==> src/rtl/rv32_ctrl_pkg.sv <==
// Shared encodings for the RV32I multicycle controller: opcodes, FSM states,
// ALU operations, PC/writeback selects and the illegal-encoding classifier.
package rv32_ctrl_pkg;

  localparam logic [4:0] OPC_LOAD     = 5'b00000;
  localparam logic [4:0] OPC_MISC_MEM = 5'b00011;
  localparam logic [4:0] OPC_OP_IMM   = 5'b00100;
  localparam logic [4:0] OPC_AUIPC    = 5'b00101;
  localparam logic [4:0] OPC_STORE    = 5'b01000;
  localparam logic [4:0] OPC_OP       = 5'b01100;
  localparam logic [4:0] OPC_LUI      = 5'b01101;
  localparam logic [4:0] OPC_BRANCH   = 5'b11000;
  localparam logic [4:0] OPC_JALR     = 5'b11001;
  localparam logic [4:0] OPC_JAL      = 5'b11011;
  localparam logic [4:0] OPC_SYSTEM   = 5'b11100;

  typedef enum logic [2:0] {
    ST_FETCH,
    ST_DECODE,
    ST_EXEC,
    ST_MEM,
    ST_WB,
    ST_HALT
  } state_t;

  localparam logic [3:0] ALU_ADD    = 4'b0000;
  localparam logic [3:0] ALU_SLL    = 4'b0001;
  localparam logic [3:0] ALU_SLT    = 4'b0010;
  localparam logic [3:0] ALU_SLTU   = 4'b0011;
  localparam logic [3:0] ALU_XOR    = 4'b0100;
  localparam logic [3:0] ALU_SRL    = 4'b0101;
  localparam logic [3:0] ALU_OR     = 4'b0110;
  localparam logic [3:0] ALU_AND    = 4'b0111;
  localparam logic [3:0] ALU_SUB    = 4'b1000;
  localparam logic [3:0] ALU_SRA    = 4'b1101;
  localparam logic [3:0] ALU_PASS_B = 4'b1111;

  localparam logic [1:0] PC_PLUS4 = 2'd0;
  localparam logic [1:0] PC_IMM   = 2'd1;
  localparam logic [1:0] PC_ALU   = 2'd2;

  localparam logic [1:0] WB_ALU = 2'd0;
  localparam logic [1:0] WB_MEM = 2'd1;
  localparam logic [1:0] WB_PC4 = 2'd2;

  function automatic logic is_illegal(input logic [4:0] opc, input logic [2:0] f3,
                                      input logic f7);
    logic ill;
    ill = 1'b0;
    case (opc)
      OPC_LUI, OPC_AUIPC, OPC_JAL, OPC_MISC_MEM, OPC_SYSTEM: ill = 1'b0;
      OPC_JALR:   ill = (f3 != 3'b000);
      OPC_BRANCH: ill = (f3 == 3'b010) || (f3 == 3'b011);
      OPC_LOAD:   ill = (f3 == 3'b011) || (f3 == 3'b110) || (f3 == 3'b111);
      OPC_STORE:  ill = (f3 >= 3'b011);
      OPC_OP:     ill = f7 && (f3 != 3'b000) && (f3 != 3'b101);
      OPC_OP_IMM: ill = f7 && (f3 == 3'b001);
      default:    ill = 1'b1;
    endcase
    return ill;
  endfunction

endpackage

==> src/rtl/rv32_alu_op_dec.sv <==
// Maps instruction fields to the ALU operation; func7 only matters for OP
// and for the OP-IMM shift-right pair (SRLI/SRAI).
module rv32_alu_op_dec
  import rv32_ctrl_pkg::*;
(
  input  logic [4:0] opcode,
  input  logic [2:0] func3,
  input  logic       func7,
  output logic [3:0] alu_op
);

  always_comb begin
    alu_op = ALU_ADD;
    case (opcode)
      OPC_OP:     alu_op = {func7, func3};
      OPC_OP_IMM: alu_op = {(func3 == 3'b101) ? func7 : 1'b0, func3};
      OPC_LUI:    alu_op = ALU_PASS_B;
      default:    alu_op = ALU_ADD;
    endcase
  end

endmodule

==> src/rtl/rv32_multicycle_ctrl.sv <==
// Multicycle FETCH/DECODE/EXEC/MEM/WB sequencer for the shared RV32I datapath.
// The IR holds the instruction from DECODE onward, so opcode fields are used live.
module rv32_multicycle_ctrl
  import rv32_ctrl_pkg::*;
(
  input  logic       clk,
  input  logic       rst,
  input  logic [4:0] opcode,
  input  logic [2:0] func3,
  input  logic       func7,
  input  logic       branch_cond,
  input  logic       mem_ready,
  output logic       mem_req,
  output logic       mem_we,
  output logic       mem_addr_sel,
  output logic       ir_we,
  output logic       pc_we,
  output logic [1:0] pc_sel,
  output logic       alu_src_a,
  output logic       alu_src_b,
  output logic [3:0] alu_op,
  output logic       rf_we,
  output logic [1:0] wb_sel,
  output logic       retire,
  output logic       halt,
  output logic       illegal
);

  state_t     state_reg, state_next;
  logic       illegal_reg;
  logic       dec_illegal;
  logic [3:0] dec_alu_op;

  assign dec_illegal = is_illegal(opcode, func3, func7);

  rv32_alu_op_dec u_alu_op_dec (
    .opcode (opcode),
    .func3  (func3),
    .func7  (func7),
    .alu_op (dec_alu_op)
  );

  always_ff @(posedge clk) begin
    if (rst) begin
      state_reg   <= ST_FETCH;
      illegal_reg <= 1'b0;
    end else begin
      state_reg <= state_next;
      if (state_reg == ST_DECODE && dec_illegal) illegal_reg <= 1'b1;
    end
  end

  always_comb begin
    state_next   = state_reg;
    mem_req      = 1'b0;
    mem_we       = 1'b0;
    mem_addr_sel = 1'b0;
    ir_we        = 1'b0;
    pc_we        = 1'b0;
    pc_sel       = PC_PLUS4;
    alu_src_a    = 1'b0;
    alu_src_b    = 1'b0;
    alu_op       = ALU_ADD;
    rf_we        = 1'b0;
    wb_sel       = WB_ALU;
    retire       = 1'b0;
    halt         = 1'b0;
    illegal      = 1'b0;

    case (state_reg)
      ST_FETCH: begin
        mem_req = 1'b1;
        if (mem_ready) begin
          ir_we      = 1'b1;
          state_next = ST_DECODE;
        end
      end

      ST_DECODE: begin
        if (dec_illegal || opcode == OPC_SYSTEM) begin
          halt       = 1'b1;
          illegal    = dec_illegal;
          state_next = ST_HALT;
        end else begin
          state_next = ST_EXEC;
        end
      end

      ST_EXEC: begin
        alu_op = dec_alu_op;
        case (opcode)
          OPC_OP_IMM, OPC_LOAD, OPC_STORE, OPC_JALR: alu_src_b = 1'b1;
          OPC_AUIPC, OPC_JAL: begin
            alu_src_a = 1'b1;
            alu_src_b = 1'b1;
          end
          OPC_LUI: alu_src_b = 1'b1;
          default: ;
        endcase
        case (opcode)
          OPC_BRANCH: begin
            pc_we      = 1'b1;
            pc_sel     = branch_cond ? PC_IMM : PC_PLUS4;
            retire     = 1'b1;
            state_next = ST_FETCH;
          end
          OPC_MISC_MEM: begin
            pc_we      = 1'b1;
            retire     = 1'b1;
            state_next = ST_FETCH;
          end
          OPC_LOAD, OPC_STORE: state_next = ST_MEM;
          default:             state_next = ST_WB;
        endcase
      end

      ST_MEM: begin
        mem_req      = 1'b1;
        mem_addr_sel = 1'b1;
        mem_we       = (opcode == OPC_STORE);
        if (mem_ready) begin
          if (opcode == OPC_STORE) begin
            pc_we      = 1'b1;
            retire     = 1'b1;
            state_next = ST_FETCH;
          end else begin
            state_next = ST_WB;
          end
        end
      end

      ST_WB: begin
        rf_we  = 1'b1;
        pc_we  = 1'b1;
        retire = 1'b1;
        case (opcode)
          OPC_LOAD: wb_sel = WB_MEM;
          OPC_JAL: begin
            wb_sel = WB_PC4;
            pc_sel = PC_IMM;
          end
          OPC_JALR: begin
            wb_sel = WB_PC4;
            pc_sel = PC_ALU;
          end
          default: ;
        endcase
        state_next = ST_FETCH;
      end

      ST_HALT: begin
        halt    = 1'b1;
        illegal = illegal_reg;
      end

      default: state_next = ST_FETCH;
    endcase

    // Reset dominates: nothing reaches the datapath while rst is high.
    if (rst) begin
      mem_req      = 1'b0;
      mem_we       = 1'b0;
      mem_addr_sel = 1'b0;
      ir_we        = 1'b0;
      pc_we        = 1'b0;
      pc_sel       = PC_PLUS4;
      alu_src_a    = 1'b0;
      alu_src_b    = 1'b0;
      alu_op       = ALU_ADD;
      rf_we        = 1'b0;
      wb_sel       = WB_ALU;
      retire       = 1'b0;
      halt         = 1'b0;
      illegal      = 1'b0;
    end
  end

endmodule

==> config.mk <==
export PLATFORM = sky130hd
export DESIGN_NAME = rv32_multicycle_ctrl
export DESIGN_NICKNAME = d
export VERILOG_FILES = /design/src/rtl/rv32_ctrl_pkg.sv /design/src/rtl/rv32_alu_op_dec.sv /design/src/rtl/rv32_multicycle_ctrl.sv
export SDC_FILE = /design/constraint.sdc
export NUM_CORES = 1
export LEC_CHECK = 0
export BUFFER_PORTS_ARGS = -buffer_cell sky130_fd_sc_hd__buf_2
export CORE_UTILIZATION = 30
export DETAILED_ROUTE_END_ITERATION = 10
export PLACE_DENSITY = 0.63
export SETUP_SLACK_MARGIN = 0.02
export SYNTH_ARGS = -nofsm -noshare
export SYNTH_HDL_FRONTEND = slang
export SYNTH_SLANG_ARGS = --single-unit
==> constraint.sdc <==
create_clock -name clk -period 1.4 [get_ports clk]
set_input_delay 0.07 -clock clk [delete_from_list [all_inputs] [get_ports clk]]
set_output_delay 0.07 -clock clk [all_outputs]
set_load 0.01 [all_outputs]
# After elaboration in Yosys (flattened, before gate mapping)
# Index checks and enable logic that the tools add are counted.
totals:
  output_inout_bits: 19
  wordCells: 94
  in_bits: 13
  ff_bits: 4
classes:
  n_lt_le_gt_ge: 1
  eq_ne: 24
  n_bitwise: 1
  n_reduce_logical: 19
  mux: 47
ops:
  columns: ["cell", "n"]
  rows:
  - ["2-to-1 mux 1 bit", 28]
  - ["== test 5 bit (second input constant)", 4]
  - ["== test 3 bit (second input constant)", 5]
  - ["== test 5 x 4 -> 1 bit (second input constant)", 3]
  - ["one-hot mux 3 bit (5 select lines)", 1]
  - ["== test 3 x 2 -> 1 bit (second input constant)", 4]
  - ["2-to-1 mux 3 bit", 4]
  - ["one-hot mux 2 bit (2 select lines)", 3]
  - ["one-hot mux 4 bit (3 select lines)", 1]
  - ["== test 5 x 3 -> 1 bit (second input constant)", 2]
  - ["OR reduction 2 bit", 5]
  - ["2-to-1 mux 4 bit", 2]
  - ["one-hot mux 1 bit (7 select lines)", 1]
  - ["OR reduction 7 bit", 1]
  - ["== test 3 x 1 -> 1 bit (second input constant)", 2]
  - ["2-to-1 mux 2 bit", 3]
  - ["one-hot mux 3 bit (2 select lines)", 1]
  - ["== test 5 x 2 -> 1 bit (second input constant)", 1]
  - ["logical NOT 5 bit", 1]
  - ["OR reduction 5 bit", 1]
  - ["logical AND 1 bit", 4]
  - ["logical OR 1 bit", 4]
  - ["!= test 2 bit (second input constant)", 2]
  - ["one-hot mux 1 bit (2 select lines)", 2]
  - ["7 further kinds", 7]

# Depth between registers and ports, before layout
logic_depth:
  word_depth: 8
  ltp_mapped: 6
  ltp_nobuf: 5

# Hierarchy
# Synthesis repeated with hierarchy kept, for this count alone.
unflattened:
  hier_cells: 122
  hier_area_um2: 760.7
modules_own_cells:
  columns: ["module", "cells_per_inst", "n_inst", "area_each_um2"]
  rows:
  - ["rv32_multicycle_ctrl", 110, 1, 680.7]
  - ["rv32_alu_op_dec", 12, 1, 80.1]

# Least setup slack after synthesis
# OpenSTA, ideal clock, no wires.
synth_timing:
  kind: "reg-to-output"
  start: "register state_reg[0]"
  end: "output retire"
  required_ps: 1330
  stages_incl_launch_ff: 7
  arrival_time_ps: 1801
  path_slack_ps: -471
  path_buffers: 2
  cell_sequence: "dfxtp_1 clkbuf_1 inv_1 nor3_1 nor3b_1 a211o_1 buf_4"
synth_between:
  elab_chain_len: 3
synth_rtl:
  columns: ["element", "line_no", "rtl"]
  rows:
  - ["start: declaration", "rv32_multicycle_ctrl.sv:29", "state_t state_reg, state_next;"]
  - ["start signal: assignment", "rv32_multicycle_ctrl.sv:48", "state_reg <= state_next;"]
  - ["== test 3 bit / == test 3 x 2 -> 1 bit (equally long branches)", null, null]
  - ["one-hot mux 1 bit (3 select lines) (*)", null, null]
  - ["2-to-1 mux 1 bit (*)", null, null]
  - ["end: declaration", "rv32_multicycle_ctrl.sv:24", "output logic retire,"]
# Every way passes the cells marked *; elsewhere a longest branch is shown, timed or not.

# Final worst setup path
layout_timing:
  start: "register state_reg[2]"
  end: "output retire"
layout_between:
  elab_chain_len: 3
layout_rtl:
  columns: ["element", "line_no", "rtl"]
  rows:
  - ["== test 3 bit / == test 3 x 2 -> 1 bit (equally long branches)", "rv32_multicycle_ctrl.sv:70", "case (state_reg)"]
  - ["one-hot mux 1 bit (3 select lines) (*)", "rv32_multicycle_ctrl.sv:70", null]
  - ["2-to-1 mux 1 bit (*)", "rv32_multicycle_ctrl.sv:160", "if (rst) begin"]
# Marked as above.

==> tab_implementation.tex <==
\begin{tabular}{lr}
\hline
Metric & Value \\
\hline
\multicolumn{2}{l}{\textbf{GRT}} \\
\quad Initial antenna violation count & 0 \\
\quad Wire length of the first global-routing pass & 4350 um \\
\quad Via count of the first global-routing pass & 1039 \\
\quad Remaining global-route overflow & 0 \\
\quad Total GRT Usage & 22.2\% \\
\quad Pin count of the biggest net entering global routing & 10 \\
\multicolumn{2}{l}{\textbf{Synth}} \\
\quad Number of flops mapped to enable cells by yosys & 0 \\
\quad Gate count of the mapped netlist & 103 \\
\quad Distinct cells, synth & 40 \\
\quad Share of flip-flops with an asynchronous set or reset & 0\% \\
\quad Avg Synthesized Cell Area & 6.67 sq um \\
\quad Most common flop cell mapped by yosys & sky130\_fd\_sc\_hd\_\_dfxtp\_1 \\
\quad Post-Syn Nets & 116 \\
\quad Proportion of synthesized chip area in sequential cells & 11.7\% \\
\quad Synthesis-stage register bit count & 4 \\
\quad Number of synthesis warnings & 0 \\
\quad Summed instance area of the synthesized netlist & 687 sq um \\
\multicolumn{2}{l}{\textbf{Cells and area}} \\
\quad Final design utilization & 66.0\% \\
\quad Total number of nets in the final design & 183 \\
\quad Share of cells above drive strength 1 & 64.3\% \\
\quad Fill cell total of the finished layout & 169 \\
\quad Final antenna diode count & 0 \\
\quad Layout area overhead & 98.0\% \\
\quad Final design area excluding fillers & 1360 sq um \\
\quad Total area of multi-input combinational cells & 692 sq um \\
\quad Area used by sequential logic in the layout & 91.3 sq um \\
\quad Number of flip-flops in the largest register & 3 \\
\multicolumn{2}{l}{\textbf{Power}} \\
\quad P\_leak & 0.000625 uW \\
\quad Power density over cell area & 536 nW/um\^{}2 \\
\quad Part of the power in combinational logic & 57.4\% \\
\quad Pint & 447 uW \\
\quad Sequential power share & 23.0\% \\
\quad Peak supply drop & 720 uV \\
\quad Clock share of power & 19.6\% \\
\quad Sw Ratio & 38.6\% \\
\quad Sw power & 281 uW \\
\multicolumn{2}{l}{\textbf{Setup path}} \\
\quad Crit path launch & state\_reg[2] \\
\quad Critical path data required time & 1.33 ns \\
\quad Critical path capture point type & primary output \\
\quad Number of cells traversed by the worst register-to-register path & 5 \\
\quad Data arrival time of the worst path & 1.43 ns \\
\quad Setup slack of the worst register-to-register path & 0.10 ns \\
\quad Worst setup SP type & register \\
\quad Maximum fanout along the worst path & 4 \\
\quad Kind of critical path & register to primary output \\
\quad Endpoint of the worst register-to-register path & state\_reg[2] \\
\quad Source of the worst register-to-register timing path & state\_reg[0] \\
\multicolumn{2}{l}{\textbf{Timing}} \\
\quad Measured slew at the worst slew-check pin & 0.317 ns \\
\quad Number of setup violations in the final report & 7 \\
\quad Final hold violation count & 0 \\
\quad Unrepaired setup endpoints after global routing & true \\
\quad Min cycle time layout & 1.50 ns \\
\quad Worst slew margin relative to its limit & 78.8\% \\
\quad Final worst setup slack & -0.0989 ns \\
\quad Final-report max-slew violation count & 0 \\
\quad Maximum operating frequency & 0.667 GHz \\
\quad Final hold slack & 0.185 ns \\
\quad Worst Clk Skew & 0.00246 ns \\
\quad Ratio of final minimum period to clock period & 107\% \\
\multicolumn{2}{l}{\textbf{Clock tree}} \\
\quad Hold-fix buffers, CTS & 0 \\
\quad Clock slew at reported path FFs & 0.04 ns \\
\quad Clk sinks & 4 \\
\quad Clock Root Buffer & sky130\_fd\_sc\_hd\_\_clkbuf\_4 \\
\quad Number of H-tree branching levels & 1 \\
\quad Maximum number of buffers from clock root to sink & 2 \\
\quad TritonCTS clock tree & done \\
\quad Clk Latency, worst-skew pair & 0.23 ns \\
\quad TritonCTS buffer count & 3 \\
\multicolumn{2}{l}{\textbf{Floorplanning}} \\
\quad Floorplan die area & 2490 sq um \\
\quad Starting density of the core & 33.3\% \\
\quad Number of placed I/O pins & 32 \\
\quad Placeable core region & 2060 sq um \\
\quad Cell row count & 16 \\
\quad Die height & 49.9 um \\
\quad Chip Width & 49.9 um \\
\multicolumn{2}{l}{\textbf{Hold path}} \\
\quad Worst Hold Launch & rst \\
\quad Type of the most critical hold path & input port to register \\
\quad End point of the most critical hold path & state\_reg[0] \\
\quad WHS Path Cells & 2 \\
\multicolumn{2}{l}{\textbf{Placed design}} \\
\quad DPL Wire Length & 1880 um \\
\quad Number of buffers added on ports & 31 \\
\quad Instance area at placement & 1090 sq um \\
\quad RePlAce Congestion & 0.914 \\
\multicolumn{2}{l}{\textbf{Detailed routing}} \\
\quad Total Routed Length & 2700 um \\
\quad Detailed router's first-iteration violation count & 10 \\
\quad Routed WL per cell & 13.9 um \\
\quad Via count & 1048 \\
\quad Number of iterations in the first detailed-routing pass & 4 \\
\quad Vias per std cell & 5.37 \\
\quad Final routed DRC violation total & 0 \\
\quad Antenna-violating nets left & 0 \\
\multicolumn{2}{l}{\textbf{Run status}} \\
\quad Violations in the final reports & setup timing \\
\quad Run status & complete, but fails checks \\
\multicolumn{2}{l}{\textbf{Job}} \\
\quad \# Max-Cap Violations & 0 \\
\hline
\end{tabular}
==> repair_timing <==
action,4_1_cts,5_1_grt
endpoints found under the setup margin,17,17
gates resized for setup,31,21
setup buffers,4,4
pin swaps,12,9
==> power by group through the flow <==
stage                     logic [uW]  clock network (uW)  registers (uW)
final                            418                 143             168
after global routing             453                 156             171
after CTS                        372                 149             163
after detailed placement         327                   0             160
after global placement           322                   0             158
after floorplan                  194                   0             144
==> cells in the final DEF (no fill, tap or decap), drive strengths merged, types with 4 or more instances in the layout <==
cell type | Yosys | routed
buf | 5 | 69
nor2b | 4 | 4
a21oi | 7 | 7
nand3 | 4 | 4
dfxtp | 4 | 4
clkbuf | 3 | 4
o21ai | 4 | 4
inv | 7 | 7
nor2 | 9 | 9
nand2b | 4 | 4
nor3 | 7 | 7
nand2 | 10 | 10
o22ai | 4 | 4
==> stage by stage <==
step	total power, uW	setup TNS (ns)	worst slack (ns)	cells
6_report	729	-0.435	-0.0989	195
5_1_grt	780	-1.53	-0.185	195
4_1_cts	684	-0.681	-0.0988	191
3_5_place_dp	487	-1.00	-0.195	184
3_3_place_gp	480	-0.744	-0.165	184
2_1_floorplan	338	-0.0389	-0.0290	103
==> routing by layer <==
layer,global-route usage [%],wire [um],vias up
met5,0,0,-
met4,4.76,17,0
met3,3.09,148,2
met2,42.1,1390,43
met1,25.7,1150,489
li1,-,-,514
==> cells in the mapped netlist, drive strengths merged, types with 2 or more instances <==
cell type | number | share of area (%)
a21oi | 7 | 5.1
o22ai | 4 | 3.6
inv | 7 | 3.8
dfxtp | 4 | 12
nor2 | 9 | 4.9
or4 | 2 | 2.7
nand3 | 4 | 2.9
and3 | 2 | 1.8
nor2b | 4 | 3.6
o21ai | 4 | 2.9
nand2b | 4 | 3.6
clkbuf | 3 | 1.6
a32oi | 2 | 2.6
nor3b | 3 | 3.3
nand2 | 10 | 5.8
nand3b | 3 | 3.3
buf | 5 | 4.7
nor3 | 7 | 5.1
==> cell families (layout without fill, tap and decap cells) <==
family	after synthesis	count (layout)	share of synthesized area, %
AO/OA/AOI/OAI	28	28	29.3
XOR/XNOR	1	1	1.28
adder cells (fa/ha/maj)	1	1	1.46
buffers and inverters	15	80	10.2
flip-flops	4	4	11.7
AND/OR/NAND/NOR	54	54	46.1
==> worst max-delay path, stage by stage (launching register included) <==
cell,delay (ns)
sky130_fd_sc_hd__dfxtp_4,0.36
sky130_fd_sc_hd__inv_2,0.04
sky130_fd_sc_hd__nand2_2,0.07
sky130_fd_sc_hd__buf_6,0.11
sky130_fd_sc_hd__nor3_4,0.03
sky130_fd_sc_hd__nor3b_4,0.15
sky130_fd_sc_hd__a211o_1,0.29
sky130_fd_sc_hd__buf_2,0.14
==> area by class of cell <==
type / instances / share of cell area (%)
Sequential cell: 4 / 6.72
Clock buffer: 3 / 1.66
Tap cell: 27 / 2.48
Timing Repair Buffer: 70 / 36.3
Inverter: 7 / 1.93
Multi-Input combinational cell: 84 / 50.9
==> worst max path at each step <==
stage | depth (start not counted) | slack (ns) | endpoint
after CTS | 7 | -0.1 | retire
after detailed placement | 7 | -0.20 | illegal
after global routing | 7 | -0.19 | pc_sel[0]
final | 7 | -0.1 | retire
after floorplan | 5 | -0.03 | retire
after global placement | 7 | -0.17 | illegal
No activity file was read; power rests on OpenSTA's default activity.
